`config.mk`:
```
export PLATFORM = sky130hd
export DESIGN_NAME = apb4_to_reg_cut
export DESIGN_NICKNAME = d
export VERILOG_FILES = /design/src/rtl/apb_to_reg_pkg.sv /design/src/rtl/apb4_to_reg_cut.sv
export SDC_FILE = /design/constraint.sdc
export NUM_CORES = 1
export LEC_CHECK = 0
export CAP_MARGIN = 25
export CORE_MARGIN = 3
export CORE_UTILIZATION = 40
export CTS_CLUSTER_SIZE = 20
export DETAILED_ROUTE_END_ITERATION = 7
export GPL_ROUTABILITY_DRIVEN = 0
export GPL_TIMING_DRIVEN = 0
export HOLD_SLACK_MARGIN = 0.15
export MAX_ROUTING_LAYER = met4
export PLACE_DENSITY = 0.73
export SKIP_CTS_REPAIR_TIMING = 1
export SLEW_MARGIN = 20
export SYNTH_ARGS = -nofsm -noshare
export SYNTH_HDL_FRONTEND = slang
export SYNTH_SLANG_ARGS = --single-unit
```
`constraint.sdc`:
```
create_clock -name clk_i -period 2.1 [get_ports clk_i]
set_clock_uncertainty 0.05 [all_clocks]
set_input_delay 0.21 -clock clk_i [delete_from_list [all_inputs] [get_ports clk_i]]
set_output_delay 0.21 -clock clk_i [all_outputs]
set_load 0.005 [all_outputs]
```
`src/rtl/apb_to_reg_pkg.sv`:
```
// Shared types and sizing helpers for the APB4 -> register-bus bridge.
package apb_to_reg_pkg;

    typedef enum logic [1:0] {
        IDLE = 2'd0,
        REQ  = 2'd1,
        RESP = 2'd2
    } apb_to_reg_state_e;

    function automatic int unsigned strb_width(input int unsigned data_width);
        return data_width / 8;
    endfunction

    function automatic int unsigned align_lsb(input int unsigned data_width);
        return $clog2(data_width / 8);
    endfunction

endpackage

```
`src/rtl/apb4_to_reg_cut.sv`:
```
// APB4 slave to register-bus master with a registered request path, byte strobes,
// alignment check and an optional response timeout.
module apb4_to_reg_cut
    import apb_to_reg_pkg::*;
#(
    parameter int unsigned ADDR_WIDTH     = 32,
    parameter int unsigned DATA_WIDTH     = 32,
    parameter int unsigned TIMEOUT_CYCLES = 255
) (
    input  logic                    clk_i,
    input  logic                    rst_ni,
    input  logic                    psel_i,
    input  logic                    penable_i,
    input  logic                    pwrite_i,
    input  logic [ADDR_WIDTH-1:0]   paddr_i,
    input  logic [DATA_WIDTH-1:0]   pwdata_i,
    input  logic [DATA_WIDTH/8-1:0] pstrb_i,
    output logic [DATA_WIDTH-1:0]   prdata_o,
    output logic                    pready_o,
    output logic                    pslverr_o,
    output logic [ADDR_WIDTH-1:0]   reg_addr_o,
    output logic                    reg_write_o,
    output logic [DATA_WIDTH-1:0]   reg_wdata_o,
    output logic [DATA_WIDTH/8-1:0] reg_wstrb_o,
    output logic                    reg_valid_o,
    input  logic [DATA_WIDTH-1:0]   reg_rdata_i,
    input  logic                    reg_ready_i,
    input  logic                    reg_error_i
);

    localparam int unsigned           STRB_WIDTH = strb_width(DATA_WIDTH);
    localparam int unsigned           ALIGN_LSB  = align_lsb(DATA_WIDTH);
    localparam logic [ADDR_WIDTH-1:0] ALIGN_MASK = ADDR_WIDTH'((1 << ALIGN_LSB) - 1);

    apb_to_reg_state_e       state_q, state_d;
    logic [ADDR_WIDTH-1:0]   addr_q, addr_d;
    logic                    write_q, write_d;
    logic [DATA_WIDTH-1:0]   wdata_q, wdata_d;
    logic [STRB_WIDTH-1:0]   wstrb_q, wstrb_d;
    logic [DATA_WIDTH-1:0]   rdata_q, rdata_d;
    logic                    err_q, err_d;
    logic                    timeout_hit;
    logic                    access;
    logic                    aligned;
    logic                    resp_active;

    assign access  = psel_i & penable_i;
    assign aligned = (paddr_i & ALIGN_MASK) == '0;

    // NOTE: every next-state variable takes its hold value first, so no path leaves one unassigned (no latches).
    always_comb begin
        state_d = state_q;
        addr_d  = addr_q;
        write_d = write_q;
        wdata_d = wdata_q;
        wstrb_d = wstrb_q;
        rdata_d = rdata_q;
        err_d   = err_q;
        unique case (state_q)
            IDLE: begin
                if (access) begin
                    if (aligned) begin
                        addr_d  = paddr_i;
                        write_d = pwrite_i;
                        wdata_d = pwdata_i;
                        wstrb_d = pwrite_i ? pstrb_i : '0;
                        state_d = REQ;
                    end else begin
                        err_d   = 1'b1;
                        rdata_d = '0;
                        state_d = RESP;
                    end
                end
            end
            REQ: begin
                // A handshake in the timeout cycle still completes the access normally.
                if (reg_ready_i) begin
                    rdata_d = write_q ? '0 : reg_rdata_i;
                    err_d   = reg_error_i;
                    state_d = RESP;
                end else if (timeout_hit) begin
                    err_d   = 1'b1;
                    rdata_d = '0;
                    state_d = RESP;
                end
            end
            RESP:    state_d = IDLE;
            default: state_d = IDLE;
        endcase
    end

    // NOTE: registers update with non-blocking assignments so every flop samples pre-edge values.
    always_ff @(posedge clk_i or negedge rst_ni) begin
        if (!rst_ni) begin
            state_q <= IDLE;
            addr_q  <= '0;
            write_q <= 1'b0;
            wdata_q <= '0;
            wstrb_q <= '0;
            rdata_q <= '0;
            err_q   <= 1'b0;
        end else begin
            state_q <= state_d;
            addr_q  <= addr_d;
            write_q <= write_d;
            wdata_q <= wdata_d;
            wstrb_q <= wstrb_d;
            rdata_q <= rdata_d;
            err_q   <= err_d;
        end
    end

    if (TIMEOUT_CYCLES != 0) begin : g_timeout
        localparam int unsigned      CNT_W    = $clog2(TIMEOUT_CYCLES + 1);
        localparam logic [CNT_W-1:0] CNT_LAST = CNT_W'(TIMEOUT_CYCLES - 1);
        localparam logic [CNT_W-1:0] CNT_MAX  = CNT_W'(TIMEOUT_CYCLES);

        logic [CNT_W-1:0] count_q, count_d;

        // Counts stalled REQ cycles; cleared whenever the bridge is not waiting.
        always_comb begin
            count_d = '0;
            if ((state_q == REQ) && !reg_ready_i) begin
                count_d = (count_q == CNT_MAX) ? count_q : count_q + 1'b1;
            end
        end

        always_ff @(posedge clk_i or negedge rst_ni) begin
            if (!rst_ni) begin
                count_q <= '0;
            end else begin
                count_q <= count_d;
            end
        end

        assign timeout_hit = (state_q == REQ) && (count_q == CNT_LAST);
    end else begin : g_no_timeout
        assign timeout_hit = 1'b0;
    end

    assign resp_active = (state_q == RESP);

    assign reg_valid_o = (state_q == REQ);
    assign reg_addr_o  = addr_q;
    assign reg_write_o = write_q;
    assign reg_wdata_o = wdata_q;
    assign reg_wstrb_o = wstrb_q;

    assign pready_o  = resp_active;
    assign pslverr_o = resp_active & err_q;
    assign prdata_o  = resp_active ? rdata_q : '0;

endmodule
```
==> impl_metrics.tcl <==
set metrics [dict create \
    netlist.area_leader.share 0.561 \
    synth_area_leader_cell "dfrtp_1" \
    grt_max_degree 67 \
    io_buffers 210 \
    num_vias 3753 \
    period_needed_ns 2.18 \
    worst_pin_slew_ns 0.512 \
    critPathMaxFanout 10 \
    slew_headroom 0.658 \
    post_synth.cell_area_avg_um2 13.8 \
    worst_slack_ns -0.0752 \
    ys_ff_latch 112 \
    ys_seq_area_frac 0.561 \
    nNetsFinal 701 \
    ir_worst_vdd_mv 0.674 \
    met1_length_mm 5.52 \
    p_per_area_nw_per_um2 903 \
    avgViaCountPerCell 4.91 \
    yosysWarnings 0 \
    hold_class "input pin to async pin" \
    holdWs_ns 0.319 \
    drt_pass1_iterations 4 \
    yosysUniqueCellTypes 36 \
    row_count 40 \
    critPathArrivalTime_ns 1.92 \
    status "finished, violations left" \
    drive_gt1_frac 0.182 \
    drt_wl_total_mm 13.7 \
    grt_overflow 0 \
    cts.sinks 112 \
    track_usage 0.201 \
    clock_latency_ns 0.34 \
    wl_per_cell_um 17.9 \
    grt_pass1_vias 3989 \
    dp_hpwl_mm 10.1 \
    ant_nets 0 \
    highest_layer "met4" \
    die_height_um 118 \
    syn_to_final_growth_pct 55.7 \
    grt_pass1_wl_mm 21.3 \
    drv_slew 0 \
    violations "negative setup slack" \
    clk_pin_slew_ns 0.07 \
    boundaryPins 211 \
    core_area_um2 12100 \
    cts.htree.levels 3 \
    drt-initial-drc-count 146 \
    initial_core_util 0.412 \
    numCtsBuffers 9 \
    wl_met2_mm 6.69 \
    crit_required_ns 1.84 \
    power_leakage_nw 3.90 \
    syn_area_um2 4990 \
    clockBufferDepth 2 \
    cts-root-buf "clkbuf_16" \
    drcViolationCount 0 \
    r2r_cells 7 \
    fmax_ghz 0.460 \
    die-area_um2 13900 \
    antenna_found_initial 1 \
    hold_violations 0 \
    syn_nets 470 \
    dp_slack_ns -0.295 \
    setup_viol 22 \
    cts_tree "yes" \
    criticalPathCategory "register to output pin" \
    syn_inst 361 \
    startpoint_type "register" \
    synth_area_leaders "dfrtp_1 56%, mux2_4 15%, a22o_1 5.4%" \
    cap_viol_max_count 0 \
    fp.dieW_um 118 \
    rsz0062_at_grt "yes" \
    wl_met3_mm 1.19 \
    finalCritPeriodShare 1.04 \
    cp-end-kind "output pin" \
]
==> synth_stat cells <==
library cell  instances
and2_1               35
a211oi_1              3
a41o_4                1
mux2_2               14
buf_2                 3
a21o_1               32
and3_1                1
o211ai_1              1
nor2b_1               2
buf_6                 6
ha_1                  2
and4_1                1
dfrtp_1             112
a22o_1               31
nor3_1                4
nand4_1               1
xnor2_1               2
clkbuf_1             11
and4bb_2              1
nand2_8               1
nor2_1                9
mux2_4               49
a32o_1                1
nor4_1                1
nand3b_1              1
or3b_1                1
buf_4                 1
nand2b_1              1
nand2_1              11
a31oi_1               4
nand3_1               3
a21oi_1               2
nor3b_1               1
buf_8                 3
inv_1                 4
o21ai_0               5
==> metal layers <==
layer / vias up / GRT usage
li1: 1737 / -
met1: 1848 / 0.227
met2: 154 / 0.321
met3: 14 / 0.0923
met4: 0 / 0.0623
met5: - / -
==> per-stage QoR <==
step	instance area [um2]	TNS (ns)	cells	utilization	power [W]
after floorplan	4990	0	361	-	0.00390
after global placement	7310	-405.88	739	0.603	0.00516
after detailed placement	7340	-6.79	740	0.606	0.00522
after CTS	7640	-19.79	754	0.631	0.00707
after global routing	7780	-3.49	764	0.642	0.00740
final	7780	-0.921	764	0.642	0.00702
==> power by group <==
part / total, W / internal (W) / switching, W / leakage (nW)
Sequential: 0.00311 / 0.00273 / 0.000380 / 1.42
Clock: 0.00179 / 0.00104 / 0.000756 / 0.152
Combinational: 0.00212 / 0.00150 / 0.000618 / 2.33
Total: 0.00702 / 0.00527 / 0.00175 / 3.90
==> cell families after synthesis <==
logic type | Yosys count | synth area share
buffers and inverters | 28 | 0.0383
adder cells (fa/ha/maj) | 2 | 0.00501
AND/OR/NAND/NOR | 74 | 0.0864
XOR/XNOR | 2 | 0.00351
multiplexers | 63 | 0.179
AO/OA/AOI/OAI | 80 | 0.127
flip-flops | 112 | 0.561
==> sequential cells by signal (all words and copies together) (netlist names) <==
register and flops:
reg_write_o 1, err_q 1, g_timeout.count_q 8, reg_addr_o 32
reg_wstrb_o 4, reg_wdata_o 32, state_q 2, rdata_q 32
==> area by class of cell <==
cell class / count / area [um2]
fill: 947 / 4330
sequential: 112 / 2800
timing repair buffer: 220 / 2230
multi-input combinational: 221 / 2010
clock buffer: 9 / 225
tap: 168 / 210
buffer: 24 / 198
clock inverter: 5 / 82.6
inverter: 4 / 15.0
antenna: 1 / 2.50
==> cells in the final DEF, fill, tap and decap left out, drive strengths merged, types with 9 or more instances in the layout <==
master         synthesis  routed
a21o                  32      32
a22o                  31      31
and2                  35      35
buf                   13      26
clkbuf                11      17
clkdlybuf4s50          0     199
dfrtp                112     112
dlymetal6s2s           0      10
mux2                  63      63
nand2                 12      12
nor2                   9       9
==> worst max-delay path: stages, from the launching register on <==
cell and delay [ns]:
dfrtp_1 0.35, buf_6 0.11, inv_2 0.04, nor2_4 0.19, buf_4 0.20, and2_1 0.17
clkdlybuf4s50_1 0.51
==> path summary, 6_finish.rpt <==
check	from	to	slack (ns)
min reg2reg	reg_wstrb_o[1]$_DFFE_PN0P_	reg_wstrb_o[1]$_DFFE_PN0P_	0.44
min in group clk_i	pstrb_i[3]	reg_wstrb_o[3]$_DFFE_PN0P_	0.36
max	state_q[1]$_DFFE_PN0P_	prdata_o[20]	-0.08
max reg2reg	state_q[1]$_DFFE_PN0P_	reg_wdata_o[0]$_DFFE_PN0P_	0.19
min	rst_ni	rdata_q[4]$_DFFE_PN0P_	0.32
max in group asynchronous	rst_ni	reg_wdata_o[0]$_DFFE_PN0P_	1.03
Power figures use the tool's default switching activity.
